`config.mk`:
```
export PLATFORM = sky130hd
export DESIGN_NAME = multicycle_controller
export DESIGN_NICKNAME = d
export VERILOG_FILES = /design/src/rtl/multicycle_controller_pkg.sv /design/src/rtl/multicycle_controller_opcode_decode.sv /design/src/rtl/multicycle_controller.sv
export SDC_FILE = /design/constraint.sdc
export NUM_CORES = 1
export LEC_CHECK = 0
export ABC_CLOCK_PERIOD_IN_PS = 2400
export BUFFER_PORTS_ARGS = -buffer_cell sky130_fd_sc_hd__buf_2
export CAP_MARGIN = 15
export CORE_MARGIN = 1.5
export CORE_UTILIZATION = 54
export CTS_BUF_LIST = sky130_fd_sc_hd__clkbuf_4
export CTS_CLUSTER_DIAMETER = 120
export DETAILED_ROUTE_END_ITERATION = 8
export PLACE_DENSITY_LB_ADDON = 0.1
export SYNTH_ARGS = -nofsm -noshare
export SYNTH_HDL_FRONTEND = slang
export SYNTH_SLANG_ARGS = --single-unit
export TNS_END_PERCENT = 30
```
`constraint.sdc`:
```
create_clock -name clock -period 2.4 [get_ports clock]
set_input_delay 0.48 -clock clock [delete_from_list [all_inputs] [get_ports clock]]
set_output_delay 0.48 -clock clock [all_outputs]
set_load 0.01 [all_outputs]
```
`src/rtl/multicycle_controller_pkg.sv`:
```
// Shared definitions for the multi-cycle sequencer: opcodes, state codes,
// ALUOp / pc_src codes and the registered control word.
package multicycle_controller_pkg;

   localparam int ISA_WIDTH = 32;

   localparam logic [5:0] OP_RTYPE = 6'h00;
   localparam logic [5:0] OP_J     = 6'h02;
   localparam logic [5:0] OP_JAL   = 6'h03;
   localparam logic [5:0] OP_BEQ   = 6'h04;
   localparam logic [5:0] OP_BNE   = 6'h05;
   localparam logic [5:0] OP_ADDI  = 6'h08;
   localparam logic [5:0] OP_ADDIU = 6'h09;
   localparam logic [5:0] OP_SLTI  = 6'h0A;
   localparam logic [5:0] OP_SLTIU = 6'h0B;
   localparam logic [5:0] OP_ANDI  = 6'h0C;
   localparam logic [5:0] OP_ORI   = 6'h0D;
   localparam logic [5:0] OP_XORI  = 6'h0E;
   localparam logic [5:0] OP_LUI   = 6'h0F;
   localparam logic [5:0] OP_LW    = 6'h23;
   localparam logic [5:0] OP_SW    = 6'h2B;

   localparam logic [5:0] FUNCT_JR = 6'h08;

   typedef enum logic [2:0] {
      ST_FETCH  = 3'd0,
      ST_DECODE = 3'd1,
      ST_EXEC   = 3'd2,
      ST_MEM    = 3'd3,
      ST_WB     = 3'd4
   } state_t;

   localparam logic [1:0] ALUOP_ADD    = 2'b00;
   localparam logic [1:0] ALUOP_SUB    = 2'b01;
   localparam logic [1:0] ALUOP_FUNCT  = 2'b10;
   localparam logic [1:0] ALUOP_ILOGIC = 2'b11;

   localparam logic [1:0] PC_PLUS4  = 2'b00;
   localparam logic [1:0] PC_BRANCH = 2'b01;
   localparam logic [1:0] PC_JUMP   = 2'b10;
   localparam logic [1:0] PC_REG    = 2'b11;

   // Instruction class steers EXEC/MEM/WB sequencing.
   typedef enum logic [3:0] {
      CLS_NONE   = 4'd0,
      CLS_ALU    = 4'd1,
      CLS_JAL    = 4'd2,
      CLS_LW     = 4'd3,
      CLS_SW     = 4'd4,
      CLS_BEQ    = 4'd5,
      CLS_BNE    = 4'd6,
      CLS_J      = 4'd7,
      CLS_JR     = 4'd8
   } instr_class_t;

   typedef struct packed {
      instr_class_t cls;
      logic         reg_dst;
      logic         mem_to_reg;
      logic         jal;
      logic         alu_src;
      logic [1:0]   alu_op;
   } ctrl_t;

endpackage

```
`src/rtl/multicycle_controller_opcode_decode.sv`:
```
// Combinational opcode/funct decode into the control word and an illegal flag.
module opcode_decode
   import multicycle_controller_pkg::*;
(
   input  logic [5:0] opcode,
   input  logic [5:0] funct,
   output ctrl_t      ctrl,
   output logic       illegal
);

   always_comb begin
      ctrl.cls        = CLS_NONE;
      ctrl.reg_dst    = 1'b0;
      ctrl.mem_to_reg = 1'b0;
      ctrl.jal        = 1'b0;
      ctrl.alu_src    = 1'b0;
      ctrl.alu_op     = ALUOP_ADD;
      illegal         = 1'b0;
      case (opcode)
         OP_RTYPE: begin
            ctrl.cls     = (funct == FUNCT_JR) ? CLS_JR : CLS_ALU;
            ctrl.reg_dst = 1'b1;
            ctrl.alu_op  = ALUOP_FUNCT;
         end
         OP_LW: begin
            ctrl.cls        = CLS_LW;
            ctrl.mem_to_reg = 1'b1;
            ctrl.alu_src    = 1'b1;
         end
         OP_SW: begin
            ctrl.cls     = CLS_SW;
            ctrl.alu_src = 1'b1;
         end
         OP_BEQ: begin
            ctrl.cls    = CLS_BEQ;
            ctrl.alu_op = ALUOP_SUB;
         end
         OP_BNE: begin
            ctrl.cls    = CLS_BNE;
            ctrl.alu_op = ALUOP_SUB;
         end
         OP_J:   ctrl.cls = CLS_J;
         OP_JAL: begin
            ctrl.cls = CLS_JAL;
            ctrl.jal = 1'b1;
         end
         OP_ADDI, OP_ADDIU: begin
            ctrl.cls     = CLS_ALU;
            ctrl.alu_src = 1'b1;
         end
         OP_SLTI, OP_SLTIU, OP_ANDI, OP_ORI, OP_XORI, OP_LUI: begin
            ctrl.cls     = CLS_ALU;
            ctrl.alu_src = 1'b1;
            ctrl.alu_op  = ALUOP_ILOGIC;
         end
         // An unknown opcode leaves an all-zero control word behind.
         default: illegal = 1'b1;
      endcase
   end

endmodule

```
`src/rtl/multicycle_controller.sv`:
```
// Multi-cycle FETCH/DECODE/EXEC/MEM/WB sequencer with a memory ready/timeout
// handshake, registered control word and a retired-instruction counter.
module multicycle_controller
   import multicycle_controller_pkg::*;
#(
   parameter int MEM_TIMEOUT = 16
)
(
   input  logic                 clock,
   input  logic                 reset,
   input  logic [ISA_WIDTH-1:0] Instruction,
   input  logic                 zero,
   input  logic                 mem_ready,
   input  logic                 hold,
   output logic                 ir_load,
   output logic                 pc_en,
   output logic [1:0]           pc_src,
   output logic                 RegWrite,
   output logic                 RegDst,
   output logic                 MemtoReg,
   output logic                 Jal,
   output logic                 ALUSrc,
   output logic [1:0]           ALUOp,
   output logic                 MemRead,
   output logic                 MemWrite,
   output logic                 illegal_op,
   output logic                 bus_error,
   output logic [31:0]          retire_count,
   output logic [2:0]           state
);

   localparam logic [7:0] TMO_LAST = 8'(MEM_TIMEOUT - 1);

   state_t      state_reg, state_next;
   ctrl_t       ctrl_reg, ctrl_dec;
   logic        illegal_dec;
   logic [7:0]  tmo_count_reg;
   logic [31:0] retire_count_reg;
   logic        mem_timeout;
   logic        unused_instr_bits;

   opcode_decode u_decode (
      .opcode  (Instruction[ISA_WIDTH-1 -: 6]),
      .funct   (Instruction[5:0]),
      .ctrl    (ctrl_dec),
      .illegal (illegal_dec)
   );

   assign unused_instr_bits = ^Instruction[ISA_WIDTH-7:6];
   assign mem_timeout       = (tmo_count_reg == TMO_LAST);

   always_ff @(posedge clock or negedge reset) begin
      if (!reset) state_reg <= ST_FETCH;
      else        state_reg <= state_next;
   end

   always_comb begin
      state_next = state_reg;
      case (state_reg)
         ST_FETCH:  if (!hold) state_next = ST_DECODE;
         ST_DECODE: state_next = illegal_dec ? ST_FETCH : ST_EXEC;
         ST_EXEC: begin
            case (ctrl_reg.cls)
               CLS_LW, CLS_SW:   state_next = ST_MEM;
               CLS_ALU, CLS_JAL: state_next = ST_WB;
               default:          state_next = ST_FETCH;
            endcase
         end
         ST_MEM: begin
            // A ready strobe in the last timeout cycle still completes normally.
            if (mem_ready)        state_next = (ctrl_reg.cls == CLS_LW) ? ST_WB : ST_FETCH;
            else if (mem_timeout) state_next = ST_FETCH;
         end
         default: state_next = ST_FETCH;
      endcase
   end

   // Pulses are gated by reset so an abort silences them in the same cycle.
   always_comb begin
      ir_load    = 1'b0;
      pc_en      = 1'b0;
      pc_src     = PC_PLUS4;
      RegWrite   = 1'b0;
      MemRead    = 1'b0;
      MemWrite   = 1'b0;
      illegal_op = 1'b0;
      bus_error  = 1'b0;
      if (reset) begin
         case (state_reg)
            ST_FETCH: ir_load = !hold;
            ST_DECODE: begin
               illegal_op = illegal_dec;
               pc_en      = illegal_dec;
            end
            ST_EXEC: begin
               case (ctrl_reg.cls)
                  CLS_BEQ: begin
                     pc_en  = 1'b1;
                     pc_src = zero ? PC_BRANCH : PC_PLUS4;
                  end
                  CLS_BNE: begin
                     pc_en  = 1'b1;
                     pc_src = zero ? PC_PLUS4 : PC_BRANCH;
                  end
                  CLS_J: begin
                     pc_en  = 1'b1;
                     pc_src = PC_JUMP;
                  end
                  CLS_JR: begin
                     pc_en  = 1'b1;
                     pc_src = PC_REG;
                  end
                  default: ;
               endcase
            end
            ST_MEM: begin
               MemRead  = (ctrl_reg.cls == CLS_LW);
               MemWrite = (ctrl_reg.cls == CLS_SW);
               if (mem_ready) begin
                  pc_en = (ctrl_reg.cls == CLS_SW);
               end else if (mem_timeout) begin
                  bus_error = 1'b1;
                  pc_en     = 1'b1;
               end
            end
            ST_WB: begin
               RegWrite = 1'b1;
               pc_en    = 1'b1;
               pc_src   = (ctrl_reg.cls == CLS_JAL) ? PC_JUMP : PC_PLUS4;
            end
            default: ;
         endcase
      end
   end

   always_ff @(posedge clock or negedge reset) begin
      if (!reset)                    ctrl_reg <= '0;
      else if (state_reg == ST_DECODE) ctrl_reg <= ctrl_dec;
   end

   always_ff @(posedge clock or negedge reset) begin
      if (!reset)                 tmo_count_reg <= 8'd0;
      else if (state_reg != ST_MEM) tmo_count_reg <= 8'd0;
      else                        tmo_count_reg <= tmo_count_reg + 8'd1;
   end

   always_ff @(posedge clock or negedge reset) begin
      if (!reset)
         retire_count_reg <= 32'd0;
      else if (pc_en && !illegal_op && !bus_error)
         retire_count_reg <= retire_count_reg + 32'd1;
   end

   assign RegDst       = ctrl_reg.reg_dst;
   assign MemtoReg     = ctrl_reg.mem_to_reg;
   assign Jal          = ctrl_reg.jal;
   assign ALUSrc       = ctrl_reg.alu_src;
   assign ALUOp        = ctrl_reg.alu_op;
   assign retire_count = retire_count_reg;
   assign state        = state_reg;

endmodule

```
==> impl_metrics.csv <==
group,metric,value,unit
synthesis,post_synth_num_cell_types,52,
final_layout,final-instance-count-excl-fill,468,
power_and_ir_drop,leakage,1.87,nW
clock_tree,clock_latency,0.37,ns
clock_tree,cts-root-buf,"sky130_fd_sc_hd__clkbuf_4",
global_routing,grt_overflow_total,0,
synthesis,synthDominantAreaCellType,"sky130_fd_sc_hd__dfrtp_1",
final_layout,nets,434,
final_layout,finish.instance_area,0.00371,sq mm
timing,slew_violations,0,
global_routing,globalRouteMet3Util,3.68,%
outcome,status,"completed",
synthesis,ys_seq_elements,53,
worst_setup_path,worstPathMaxFanout,2,
worst_setup_path,worstSetupPathType,"register to output pin",
synthesis,ys_top_cells_by_count,"sky130_fd_sc_hd__dfrtp_1 (53), sky130_fd_sc_hd__xor2_1 (34), sky130_fd_sc_hd__nand2_1 (29)",
synthesis,netlist_top_cells_area,"sky130_fd_sc_hd__dfrtp_1 (42%), sky130_fd_sc_hd__xor2_1 (9.5%), sky130_fd_sc_hd__nor4_2 (4.0%)",
routing,post_drt_wl_per_cell,14.9,um
worst_setup_path,critical_path.max_stage_delay,0.55,ns
synthesis,syn_avg_cell_area,9.69,sq um
placed_design,dp.final_hpwl,4800,um
floorplan,io-pin-count,87,
synthesis,post-synth-top-area-fraction,42.5,%
timing,fmax,420,MHz
routing,drt_wl_total,6970,um
synthesis,synthFlopType,"sky130_fd_sc_hd__dfrtp_1",
clock_tree,ctsLongestPathBuffers,2,
worst_setup_path,critical_path_buf_inv_count,1,
clock_tree,tritoncts_clock_tree,"yes",
synthesis,synth-seq-area-share,42.5,%
floorplan,placementRows,27,
worst_setup_path,cp.required,1.92,ns
worst_setup_path,slowest_stage,"sky130_fd_sc_hd__or4_4",
final_layout,area_growth_syn_to_layout,18.8,%
placed_design,port_buffers,66,
synthesis,postSynthCellCount,322,
timing,post-route-period-util,99.1,%
synthesis,synth-edff-count,0,
timing,post-route-min-period,2.38,ns
global_routing,global_route.usage.met2,39.7,%
clock_tree,clkTransAtPathRegs,0.14,ns
worst_setup_path,setup.worst_path.start_class,"register",
global_routing,antenna_found_initial,0,
routing,first_iter_violations,121,
synthesis,ys_warn_count,0,
timing,skew,0.0224,ns
floorplan,placeable_area,0.00554,sq mm
job,cap_violations,0,
routing,post_route_antenna_net_violation_count,0,
floorplan,floorplan.die.width,79.0,um
routing,vias,2695,
timing,timing.max_slew.rel_slack,61.2,%
routing,post-route-drc-count,0,
placed_design,placed_cells,452,
final_layout,layout_cell_share_with_drive_strength_beyond_1,31.8,%
worst_setup_path,critical_path.endpoint_type,"output pin",
final_layout,total_of_fill_cells_in_the_finished_design,476,
worst_setup_path,crit_chain,"or4_4 -> o221ai_2 -> o211ai_1 -> a21oi_1 -> buf_2",
final_layout,flip_flop_count_of_the_largest_register_all_copies_and_words_added,32,
global_routing,grt_pass1_wl,11600,um
min_path,worst_hold_path_type,"input pin to register",
clock_tree,cts_buffers,5,
final_layout,antenna_cells_inserted,0,
routing,drt_pass1_iterations,4,
timing,grt_setup_unrepaired,"yes",
clock_tree,clock-sinks,53,
global_routing,use_met1,30.8,%
global_routing,first_global_vias,2447,
synthesis,syn_area,0.00312,sq mm
floorplan,initial_utilization,56.3,%
power_and_ir_drop,cellPowerDensity,477,mW/mm^2
worst_setup_path,critical_path_arrival,1.90,ns
timing,worst_max_slew_pin_slew,0.583,ns
synthesis,proportion_of_synthesized_flip_flops_having_asynchronous_set_or_reset,100,%
timing,finalHoldWorstSlack,0.284,ns
power_and_ir_drop,post-layout-total-power,1.77,mW
routing,avgViaCountPerCell,5.76,
synthesis,mappedNetlistNets,361,
synthesis,leading_cell_type_by_number_of_instances_after_synthesis,"sky130_fd_sc_hd__dfrtp_1",
global_routing,grt_most_used_layer,"met2",
global_routing,global_route.usage.total,23.3,%
timing,final_hold_viol_count,0,
placed_design,dpl-instance-area,0.00354,sq mm
worst_setup_path,cpLargestDelayFamily,"simple AND/OR/NAND/NOR gates",
floorplan,fp.dieH,79.0,um
timing,setup_violations,0,
floorplan,die_area,0.00625,sq mm
global_routing,grt_start_max_net_pins,48,
power_and_ir_drop,max-vdd-ir-drop,0.248,mV
placed_design,gpl.final_weighted_congestion,0.812,
clock_tree,htree_levels,2,
through the flow:
step	util [%]	TNS [ns]	setup WS (ns)
detailed placement	64.0	0	0.201
finish	67.0	0	0.0216
global placement	64.0	0	0.225
CTS	66.1	-0.0183	-0.0183
floorplan	-	0	0.224
global route	67.0	-0.0817	-0.0507
area by class of cell:
| cell class | count | area (sq um) | share of cell area, % |
|---|---|---|---|
| clock buffers | 6 | 45.0 | 1.21 |
| clock inverters | 2 | 33.8 | 0.911 |
| inverters | 6 | 22.5 | 0.607 |
| multi-input cells | 242 | 1690 | 45.5 |
| flip-flops and latches | 53 | 1330 | 35.8 |
| well taps | 72 | 90.1 | 2.43 |
| repair buffers | 87 | 503 | 13.6 |
cells by family after synthesis:
group | Yosys count | share of synthesized area, %
XOR/XNOR | 37 | 10.4
AO/OA/AOI/OAI | 46 | 9.34
adder cells (fa/ha/maj) | 2 | 0.801
AND/OR/NAND/NOR | 156 | 32.1
multiplexers | 1 | 0.361
flip-flops | 53 | 42.5
buffers and inverters | 27 | 4.57
report_power, final:
part	internal [mW]	switching, mW
Combinational	0.125	0.181
Sequential	0.927	0.0310
Clock	0.229	0.276
Total	1.28	0.489
cells in the final DEF (no fill, tap or decap), types with 11 or more instances in the layout:
| master | n |
|---|---|
| sky130_fd_sc_hd__xor2_1 | 34 |
| sky130_fd_sc_hd__nor3_1 | 11 |
| sky130_fd_sc_hd__nor2_1 | 23 |
| sky130_fd_sc_hd__buf_2 | 66 |
| sky130_fd_sc_hd__o21ai_0 | 19 |
| sky130_fd_sc_hd__dfrtp_1 | 51 |
| sky130_fd_sc_hd__buf_4 | 19 |
| sky130_fd_sc_hd__nor4_2 | 11 |
| sky130_fd_sc_hd__nand3_1 | 23 |
| sky130_fd_sc_hd__nand2_1 | 29 |
what timing repair did:
| action | CTS | global route |
|---|---|---|
| pin swaps | 4 | 1 |
| buffers inserted | 3 | 4 |
| endpoints found under the hold margin | 6 | 0 |
| hold buffers | 1 | 0 |
| resized for setup | 2 | 4 |
| setup endpoints to repair | 1 | 4 |
path summary, 6_finish.rpt:
check                                             startpoint                      endpoint  slack (ns)  cells past startpoint
worst max-delay path              tmo_count_reg[7]$_DFF_PN0_                         pc_en        0.02                      5
worst min-delay path                                    hold          state[0]$_DFFE_PN0P_        0.28                      2
worst max register to register    tmo_count_reg[7]$_DFF_PN0_  retire_count[29]$_DFFE_PN0P_        0.16                      7
worst min register to register  retire_count[31]$_DFFE_PN0P_  retire_count[31]$_DFFE_PN0P_        0.47                      1
max in group asynchronous                              reset          state[1]$_DFFE_PN0P_        1.54                      2
min in group asynchronous                              reset   retire_count[3]$_DFFE_PN0P_        0.31                      2
layer usage:
metal,routed length [um],share of wire (%)
met1,3020,43
met2,3560,51
met3,332,4.8
met4,59,0.85
met5,0,0
Power figures use the tool's default switching activity.
